## config.mk

```make
export PLATFORM = sky130hd
export DESIGN_NAME = ads5404_bringup_ctrl
export DESIGN_NICKNAME = d
export VERILOG_FILES = /design/src/rtl/ads5404_pkg.sv /design/src/rtl/ads5404_sync_ff.sv /design/src/rtl/ads5404_bringup_ctrl.sv
export SDC_FILE = /design/constraint.sdc
export NUM_CORES = 1
export LEC_CHECK = 0
export CORE_UTILIZATION = 62
export DETAILED_ROUTE_END_ITERATION = 16
export PLACE_DENSITY_LB_ADDON = 0.15
export SLEW_MARGIN = 15
export SYNTH_ARGS = -nofsm -noshare
export SYNTH_HDL_FRONTEND = slang
export SYNTH_SLANG_ARGS = --single-unit
```

## constraint.sdc

```tcl
create_clock -name clk_i -period 5.85 [get_ports clk_i]
set_input_delay 0.585 -clock clk_i [delete_from_list [all_inputs] [get_ports clk_i]]
set_output_delay 0.585 -clock clk_i [all_outputs]
set_load 0.1 [all_outputs]
```

## src/rtl/ads5404_pkg.sv

```systemverilog
// Shared state codes, counter width and output decode for the ADS5404 bring-up controller.
package ads5404_pkg;
  localparam int unsigned CNT_W        = 24;
  localparam int unsigned DPRST_CYCLES = 8;

  typedef enum logic [3:0] {
    ST_IDLE      = 4'd0,
    ST_HWRST     = 4'd1,
    ST_SETTLE    = 4'd2,
    ST_ENABLE    = 4'd3,
    ST_DPRST     = 4'd4,
    ST_WAIT_LOCK = 4'd5,
    ST_SYNC      = 4'd6,
    ST_READY     = 4'd7,
    ST_FAIL      = 4'd8
  } state_e;

  typedef struct packed {
    logic hw_nrst;
    logic adc_enable;
    logic dp_rst;
    logic adc_sync;
    logic ready;
    logic busy;
    logic fail;
  } outs_t;

  function automatic outs_t decode_outs(input state_e st);
    outs_t o;
    o.hw_nrst    = (st != ST_HWRST);
    o.adc_enable = (st inside {ST_ENABLE, ST_DPRST, ST_WAIT_LOCK, ST_SYNC, ST_READY});
    o.dp_rst     = (st inside {ST_IDLE, ST_HWRST, ST_SETTLE, ST_ENABLE, ST_DPRST, ST_FAIL});
    o.adc_sync   = (st == ST_SYNC);
    o.ready      = (st == ST_READY);
    o.busy       = !(st inside {ST_IDLE, ST_READY, ST_FAIL});
    o.fail       = (st == ST_FAIL);
    return o;
  endfunction

  function automatic logic [1:0] sat_inc2(input logic [1:0] v);
    return (v == 2'd3) ? v : v + 2'd1;
  endfunction
endpackage

```

## src/rtl/ads5404_sync_ff.sv

```systemverilog
// Two-flop synchronizer for the asynchronous PLL lock indication.
module ads5404_sync_ff (
  input  logic clk_i,
  input  logic rst_i,
  input  logic d_i,
  output logic q_o
);
  (* async_reg = "true" *) logic meta_q;
  (* async_reg = "true" *) logic sync_q;

  always_ff @(posedge clk_i) begin
    if (rst_i) begin
      meta_q <= 1'b0;
      sync_q <= 1'b0;
    end else begin
      meta_q <= d_i;
      sync_q <= meta_q;
    end
  end

  assign q_o = sync_q;
endmodule

```

## src/rtl/ads5404_bringup_ctrl.sv

```systemverilog
// ADS5404 power-up sequencer: chip reset, settle, enable, datapath reset, PLL lock wait, sync pulse.
// state|meaning: IDLE parked | HWRST chip reset | SETTLE post-reset wait | ENABLE enable pin | DPRST datapath reset | WAIT_LOCK await PLL | SYNC sync pulse | READY streaming | FAIL retries exhausted
module ads5404_bringup_ctrl
  import ads5404_pkg::*;
#(
  parameter int unsigned HWRST_CYCLES  = 1000,
  parameter int unsigned SETTLE_CYCLES = 5000,
  parameter int unsigned LOCK_TIMEOUT  = 65535,
  parameter int unsigned SYNC_CYCLES   = 16,
  parameter int unsigned MAX_RETRIES   = 3
) (
  input  logic       clk_i,
  input  logic       rst_i,
  input  logic       start_i,
  input  logic       resync_i,
  input  logic       pll_locked_i,
  output logic       hw_nrst_o,
  output logic       adc_enable_o,
  output logic       dp_rst_o,
  output logic       adc_sync_o,
  output logic       ready_o,
  output logic       busy_o,
  output logic       fail_o,
  output logic [3:0] state_o,
  output logic [1:0] retries_o
);
  localparam logic [CNT_W-1:0] CNT_ONE     = CNT_W'(1);
  localparam logic [CNT_W-1:0] HWRST_LOAD  = CNT_W'(HWRST_CYCLES - 1);
  localparam logic [CNT_W-1:0] SETTLE_LOAD = CNT_W'(SETTLE_CYCLES - 1);
  localparam logic [CNT_W-1:0] DPRST_LOAD  = CNT_W'(DPRST_CYCLES - 1);
  localparam logic [CNT_W-1:0] LOCK_LOAD   = CNT_W'(LOCK_TIMEOUT - 1);
  localparam logic [CNT_W-1:0] SYNC_LOAD   = CNT_W'(SYNC_CYCLES - 1);

  state_e           state_q, state_d;
  logic [CNT_W-1:0] cnt_q, cnt_d;
  logic [1:0]       retries_q, retries_d;
  logic             start_q;
  outs_t            outs_q;
  logic             lock_s;
  logic             start_edge;
  logic             cnt_zero;
  logic             retry_ok;

  ads5404_sync_ff u_lock_sync (
    .clk_i (clk_i),
    .rst_i (rst_i),
    .d_i   (pll_locked_i),
    .q_o   (lock_s)
  );

  assign start_edge = start_i & ~start_q;
  assign cnt_zero   = (cnt_q == '0);
  assign retry_ok   = ({30'd0, retries_q} < MAX_RETRIES);

  always_comb begin
    state_d   = state_q;
    retries_d = retries_q;
    cnt_d     = cnt_zero ? cnt_q : cnt_q - CNT_ONE;
    unique case (state_q)
      ST_IDLE, ST_FAIL: ;
      ST_HWRST: if (cnt_zero) begin
        state_d = ST_SETTLE;
        cnt_d   = SETTLE_LOAD;
      end
      ST_SETTLE: if (cnt_zero) state_d = ST_ENABLE;
      ST_ENABLE: begin
        state_d = ST_DPRST;
        cnt_d   = DPRST_LOAD;
      end
      ST_DPRST: if (cnt_zero) begin
        state_d = ST_WAIT_LOCK;
        cnt_d   = LOCK_LOAD;
      end
      // Lock is checked before expiry so a simultaneous arrival still counts as success.
      ST_WAIT_LOCK: begin
        if (lock_s) begin
          state_d = ST_SYNC;
          cnt_d   = SYNC_LOAD;
        end else if (cnt_zero) begin
          if (retry_ok) begin
            state_d   = ST_DPRST;
            cnt_d     = DPRST_LOAD;
            retries_d = sat_inc2(retries_q);
          end else begin
            state_d = ST_FAIL;
          end
        end
      end
      ST_SYNC: if (cnt_zero) state_d = ST_READY;
      ST_READY: begin
        if (!lock_s) begin
          state_d   = ST_DPRST;
          cnt_d     = DPRST_LOAD;
          retries_d = sat_inc2(retries_q);
        end else if (resync_i) begin
          state_d = ST_SYNC;
          cnt_d   = SYNC_LOAD;
        end
      end
      default: state_d = ST_IDLE;
    endcase
    if (start_edge && (state_q inside {ST_IDLE, ST_READY, ST_FAIL})) begin
      state_d   = ST_HWRST;
      cnt_d     = HWRST_LOAD;
      retries_d = '0;
    end
  end

  always_ff @(posedge clk_i) begin
    if (rst_i) begin
      state_q   <= ST_IDLE;
      cnt_q     <= '0;
      retries_q <= '0;
      start_q   <= 1'b0;
      outs_q    <= decode_outs(ST_IDLE);
    end else begin
      state_q   <= state_d;
      cnt_q     <= cnt_d;
      retries_q <= retries_d;
      start_q   <= start_i;
      outs_q    <= decode_outs(state_d);
    end
  end

  assign hw_nrst_o    = outs_q.hw_nrst;
  assign adc_enable_o = outs_q.adc_enable;
  assign dp_rst_o     = outs_q.dp_rst;
  assign adc_sync_o   = outs_q.adc_sync;
  assign ready_o      = outs_q.ready;
  assign busy_o       = outs_q.busy;
  assign fail_o       = outs_q.fail;
  assign state_o      = state_q;
  assign retries_o    = retries_q;
endmodule

```

==> results by group, run 1 <==
Run status
  – Status: completed

Route
  – DR pass1 iterations: 5
  – Final WL: 5.036 mm
  – DRC viols: 0
  – DR WL/cell: 15.17 um
  – ANT nets after route: 0
  – Vias post-DR: 2023
  – Via-to-Cell Ratio: 6.093
  – Iteration-0 DRC Markers: about 170

Clock tree
  – Number of buffers created by CTS: 5
  – Worst-Skew Late Latency: approximately 0.36 ns
  – CTS H-Tree Depth: 2
  – Post-CTS Resized: 0
  – TritonCTS clock tree: built
  – Root Buffer: clkbuf_4
  – Post-CTS setup buffers: 0
  – CTS Sinks: 40
  – Clk buf depth: 2
  – Reg clk slew, reported paths: 0.11 ns
  – Hold bufs inserted after CTS: 0

Flow run
  – MaxCap Viol Count: 0

Logic synthesis
  – Post-Syn Nets: 281
  – Synth top area share: 0.3524
  – Post-synth EDFFs: 0
  – Largest area contributor in the netlist: dfxtp_1
  – Asr flop ratio synth: 0
  – Top cells by count, synth: dfxtp_1 (40), nor2_1 (31), a21oi_1 (22)
  – Post-synthesis cell area: 2272 um2
  – Synth Warn #: 0
  – Avg Cell Area, Syn: 8.384 um2
  – Most frequent cell after synthesis: dfxtp_1
  – Synth area leaders: dfxtp_1 (35%), xnor2_1 (5.4%), nor2_1 (5.1%)
  – Sequential fraction of the synthesis area: 0.3524
  – Synthesis-stage register bit count: 40
  – Number of library cell types mapped by synthesis: just under 60
  – Gate Count Post-Synth: 271
  – Top_reg_cell synth: dfxtp_1

Floorplanning
  – Placeable Area: 3416 um2
  – Die Ht: 62.54 um
  – Initial core utilization: 0.6652
  – Die width: 62.54 um
  – Die ar.: 3911 um2
  – IO Count: 18
  – Core Rows: 21

STA
  – # setup viols final: 0
  – Fmax: 339.1 MHz
  – RSZ-0062 raised after global routing: false
  – Post-layout min period: 2.949 ns
  – Fin. max-slew vios: 0
  – Final Hold Viols: 0
  – Worst-margin pin slew: 0.9695 ns
  – Max_slew headroom: 0.3516
  – Clock skew: about 0.013 ns
  – Setup TNS: 0 ns
  – Fin crit share: 0.5041

Worst setup path
  – Worst-path maximum fanout: 23
  – Crit path buf inv count: 1
  – CP peak stage delay: approximately 1.3 ns
  – CP Capture Type: output port
  – R2r setup slk: 3.26 ns
  – Arr. time, crit path: 2.36 ns
  – Cells on worst reg2reg path: 8
  – Worst R2R Start: cnt_q[0]$_SDFF_PP0_
  – Crit-path cells: clkdlybuf4s50_1
  – Critical path type: reg -> out
  – R2r endpoint: hw_nrst_o$_SDFF_PP1_
  – CP required: 5.27 ns
  – Crit-path leading delay family: buffers and inverters
  – Startpoint types: flop
  – Slowest CP cell: clkdlybuf4s50_1

Hold path
  – Hold endpoint: u_lock_sync.q_o$_SDFF_PP0_
  – Worst Hold Depth: 1
  – Worst Min Path Start: u_lock_sync.meta_q$_SDFF_PP0_
  – Hold Path Class: reg -> reg

Global route
  – Initial antenna violation count: 0
  – Pin count of the biggest net entering global routing: 24
  – Vias in the first global route: roughly 1900
  – First-pass GRT wire length: 9.108 mm
  – Grt total ovfl: 0
  – Total track usage: 0.2917

Layout
  – Diode count: 0
  – Finished Layout Cells: roughly 330
  – Most flops, register: cnt_q
  – Area Overhead vs Synth: 10.57%
  – Filler instances: 267
  – Layout cells sized above 1: 0.09091
  – Max reg flops: 24
  – Final Net Count: 295

Place
  – Cells after DPL: 324
  – DP HPWL: 3.692 mm
  – Port Buffers: 17
  – Gpl congestion: 0.9496

Power
  – Tot Pwr: 1.388 mW
  – PD cells: 552.6 nW/um2
  – Worst vdd ir: between 0.3 and 0.4 mV
  – Leakage: ~0.9 nW
## layout by cell type (no fill, tap or decap), types with 2 or more instances in the layout
| cell | n |
|---|---|
| or2_2 | 2 |
| xnor2_1 | 14 |
| ha_1 | 5 |
| o21bai_1 | 2 |
| nor3b_1 | 2 |
| nor4_4 | 3 |
| and4_2 | 2 |
| a31oi_1 | 6 |
| nand2b_1 | 6 |
| xor2_1 | 5 |
| nor2b_1 | 6 |
| o21ai_0 | 10 |
| nand2_1 | 19 |
| and3_2 | 2 |
| nand4_1 | 4 |
| a211oi_1 | 3 |
| nor2_1 | 31 |
| clkdlybuf4s50_1 | 17 |
| nor3_1 | 18 |
| or3_1 | 5 |
| nand4b_1 | 2 |
| nor2_2 | 2 |
| a211o_1 | 2 |
| clkbuf_4 | 5 |
| nand4_4 | 2 |
| clkbuf_1 | 2 |
| a21oi_1 | 22 |
| nor4_1 | 3 |
| inv_1 | 9 |
| nand3_1 | 6 |
| dfxtp_1 | 40 |
| o21a_1 | 2 |
## power by group
group	total [mW]	internal [mW]	switching, mW	leakage (nW)
registers	0.427	0.339	0.0885	0.327
logic	0.813	0.304	0.509	0.543
clock network	0.148	0.0594	0.0889	0.0326
total	1.39	0.702	0.686	0.903
## how the worst max path moves through the flow
stage	start	slack, ns	cells after the start	end
6_report	state_o[1]$_SDFF_PP0_	2.90	1	state_o[1]
5_1_grt	state_o[1]$_SDFF_PP0_	2.79	1	state_o[1]
4_1_cts	state_o[1]$_SDFF_PP0_	2.89	1	state_o[1]
3_5_place_dp	start_i	3.21	6	hw_nrst_o$_SDFF_PP1_
3_3_place_gp	start_i	3.23	6	hw_nrst_o$_SDFF_PP1_
2_1_floorplan	state_o[2]$_SDFF_PP0_	3.25	8	cnt_q[4]$_SDFF_PP0_
## routing by layer
layer / global-route usage / up-vias / part of all wire
met5: 0 / - / 0
met2: 0.4253 / 67 / 0.43
met4: 0.09593 / 0 / 0.017
li1: - / 1009 / -
met3: 0.05657 / 9 / 0.057
met1: 0.4271 / 938 / 0.50
## area by class of cell
cell class	instances	area, um2	area share
Sequential cell	40	800.8	0.3187
Tap cell	46	57.56	0.02291
Clock buffer	8	58.81	0.02341
Multi-Input combinational cell	212	1391	0.5538
Timing Repair Buffer	17	170.2	0.06773
Inverter	9	33.78	0.01345
## logic make-up (layout without fill, tap and decap cells)
| kind of cell | count (synthesis) | after routing | share of synthesized area |
|---|---|---|---|
| xor gates and xnor gates | 19 | 19 | 0.07324 |
| DFF | 40 | 40 | 0.3524 |
| buffers and inverters | 19 | 34 | 0.03524 |
| AOI/OAI and AO/OA | 60 | 60 | 0.1685 |
| muxes | 2 | 2 | 0.01101 |
| adders and majority gates | 5 | 5 | 0.02753 |
| and+or+nand+nor | 126 | 126 | 0.3321 |
## stage by stage
step,hold WS (ns),util,cell area (um2),setup slack (ns)
final,0.4576,0.7355,2512,2.901
after global routing,0.4665,0.7355,2512,2.794
after CTS,0.4585,0.7355,2512,2.889
after detailed placement,0.4365,0.7183,2454,3.208
after global placement,0.4309,0.7183,2454,3.227
after floorplan,0.4138,-,2272,3.251
No activity file was read; power rests on OpenSTA's default activity.
==> inputs of run 2 (changes only) <==
Settings changed: CORE_UTILIZATION 62 to 52.
Clock period 5.85 ns to 2.7 ns, I/O delays scaled along.
==> run 2 against run 1 <==
Net effect: setup slack lost 2.7 ns; combinational power grew 130%; sequential power grew 120%; sequential share of layout area shrank 1.0 points; via count shrank 0.15%; first-iteration DRC count shrank 6.4%; clock power grew to 2.9 times the previous value; non-clock buffer count grew 9; critical path type is now reg -> reg; critical endpoint is now cnt_q[0]$_SDFF_PP0_; largest cell class unchanged.
==> results by group, run 2 (synthesized netlist as in run 1, its figures left out) <==
Worst setup path
  – R2r setup slk: 0.24 ns (-3.02 ns)
  – Worst-path maximum fanout: 5 (-78%)
  – Arr. time, crit path: 2.69 ns (+0.33 ns)
  – Critical path type: reg -> reg
  – Startpoint types: flop
  – CP required: 2.93 ns (-2.34 ns)
  – R2r endpoint: cnt_q[0]$_SDFF_PP0_
  – Cells on worst reg2reg path: 9 (+1)
  – CP Capture Type: flop
  – Worst R2R Start: cnt_q[14]$_SDFF_PP0_

Clock tree
  – Clk buf depth: 2 (unchanged)
  – Worst-Skew Late Latency: 0.30 ns (-0.06 ns)
  – Reg clk slew, reported paths: 0.08 ns (-0.03 ns)
  – CTS H-Tree Depth: 2 (unchanged)
  – Root Buffer: clkbuf_8
  – Post-CTS setup buffers: 0 (unchanged)
  – TritonCTS clock tree: built
  – Number of buffers created by CTS: 5 (unchanged)
  – CTS Sinks: 40 (unchanged)

Layout
  – Layout cells sized above 1: 0.1695 (+0.07858)
  – Post-layout util: 0.6356 (-0.09989)
  – Most flops, register: cnt_q
  – Area Overhead vs Synth: 14.32%
  – Diode count: 0 (unchanged)
  – Design area: 2597 um2 (+3.4%)
  – Max reg flops: 24 (unchanged)
  – Finished Layout Cells: 345 (+3.9%)
  – Commonest non-fill, non-tap cell in the layout: dfxtp_1
  – Most frequent cells in the layout: dfxtp_1 (40), nor2_1 (31), a21oi_1 (22), buf_4 (22), nand2_1 (19)
  – Final Net Count: 304 (+3.1%)

STA
  – RSZ-0062 raised after global routing: false
  – Final Hold Viols: 0 (unchanged)
  – # setup viols final: 0 (unchanged)
  – Worst-margin pin slew: 0.7138 ns (-0.2558 ns)
  – Fmax: 406.6 MHz
  – Post-layout min period: 2.460 ns
  – Setup ws final: 0.2403 ns (-2.661 ns)
  – Clock skew: 0.007620 ns (-0.005649 ns)
  – Setup TNS: 0 ns (unchanged)
  – Fin crit share: 0.9110
  – Max_slew headroom: 0.5235 (+0.1719)
  – Fin. max-slew vios: 0 (unchanged)

Hold path
  – Hold endpoint: u_lock_sync.q_o$_SDFF_PP0_
  – Hold Path Class: reg -> reg
  – Worst Hold Depth: 1 (unchanged)
  – Worst Min Path Start: u_lock_sync.meta_q$_SDFF_PP0_

Power
  – PD cells: 1237 nW/um2 (+120%)
  – Leakage: 0.9784 nW (+8.4%)
  – Worst vdd ir: 0.6769 mV (+100%)

Route
  – DR WL/cell: 15.58 um (+2.7%)
  – DR pass1 iterations: 6 (+1)
  – ANT nets after route: 0 (unchanged)
  – Top Layer Used: met4
  – WL met2: 2.333 mm (+7.9%)
  – Metal-1 WL: 2.746 mm (+9.8%)
  – DRC viols: 0 (unchanged)
  – Via-to-Cell Ratio: 5.855 (-3.9%)
  – Vias post-DR: 2020 (-0.15%)
  – Iteration-0 DRC Markers: 161 (-6.4%)
  – Final WL: 5.374 mm (+6.7%)
  – DR WL met3: 206 um (-28%)

Floorplanning
  – IO Count: 18 (unchanged)
  – Placeable Area: 4086 um2 (+20%)
  – Die width: 68.10 um (+8.9%)
  – Die Ht: 68.10 um (+8.9%)
  – Die ar.: 4638 um2 (+19%)
  – Initial core utilization: 0.5560 (-0.1092)
  – Core Rows: 23 (+9.5%)

Global route
  – First-pass GRT wire length: 8.721 mm (-4.2%)
  – Pin count of the biggest net entering global routing: 24 (unchanged)
  – Total track usage: 0.2572 (-0.03447)
  – Grt total ovfl: 0 (unchanged)
  – Initial antenna violation count: 0 (unchanged)
  – Vias in the first global route: 1828 (-4.2%)

Place
  – Gpl congestion: 0.8671 (-8.7%)
  – Cells after DPL: 337 (+4.0%)
  – DP Area: 2494 um2 (+1.6%)
  – DP HPWL: 3.846 mm (+4.2%)
  – Dpl ws: 0.2911 ns (-2.917 ns)
  – Port Buffers: 17 (unchanged)

Flow run
  – MaxCap Viol Count: 0 (unchanged)

Run status
  – Status: completed
run 2: cell type report:
type                    count  area, um2
fillers                   373       1489
multi-input cells         212       1398
flip-flops and latches     40      800.8
repair buffers             26      205.2
clock buffers               6      82.58
well taps                  50      62.56
inverters                   9      33.78
clock inverters             2      15.01
run 2: critical path: stages, from the launching register on:
cell and delay, ns:
dfxtp_1 0.36, nor4_1 0.46, and4_1 0.30, nand4_1 0.14, ha_1 0.24, o31ai_1 0.28
a221oi_1 0.13, o21ai_0 0.23, a31oi_1 0.08, a21oi_1 0.18
run 2: worst max path at each step:
stage,start,to,slack (ns),cells after the start
after floorplan,state_o[2]$_SDFF_PP0_,cnt_q[4]$_SDFF_PP0_,0.10,8
after global placement,cnt_q[0]$_SDFF_PP0_,hw_nrst_o$_SDFF_PP1_,0.35,8
after detailed placement,cnt_q[0]$_SDFF_PP0_,hw_nrst_o$_SDFF_PP1_,0.29,8
after CTS,cnt_q[0]$_SDFF_PP0_,cnt_q[0]$_SDFF_PP0_,0.21,10
after global routing,cnt_q[14]$_SDFF_PP0_,cnt_q[0]$_SDFF_PP0_,0.04,9
final,cnt_q[14]$_SDFF_PP0_,cnt_q[0]$_SDFF_PP0_,0.24,9
run 2: through the flow:
step                power [mW]  hold WS, ns
floorplan                2.305       0.3982
global placement         2.732       0.4383
detailed placement       2.739       0.4245
CTS                      3.186       0.4537
global route             3.432       0.4929
finish                   3.214       0.4477
run 2: repair_timing:
item,4_1_cts,5_1_grt
setup endpoints to repair,0,1
endpoints found under the hold margin,0,0
hold buffers,0,0
gates resized for setup,0,1
run 2: power by group:
group / internal [mW] / switching (mW) / total [mW]
logic: 0.734 / 1.12 / 1.85
registers: 0.734 / 0.198 / 0.932
clock network: 0.207 / 0.223 / 0.430
run 2: per-layer routing:
layer	vias up	global-route usage
li1	1016	-
met1	945	0.3620
met2	50	0.3885
met3	9	0.04500
met4	0	0.09375
met5	-	0
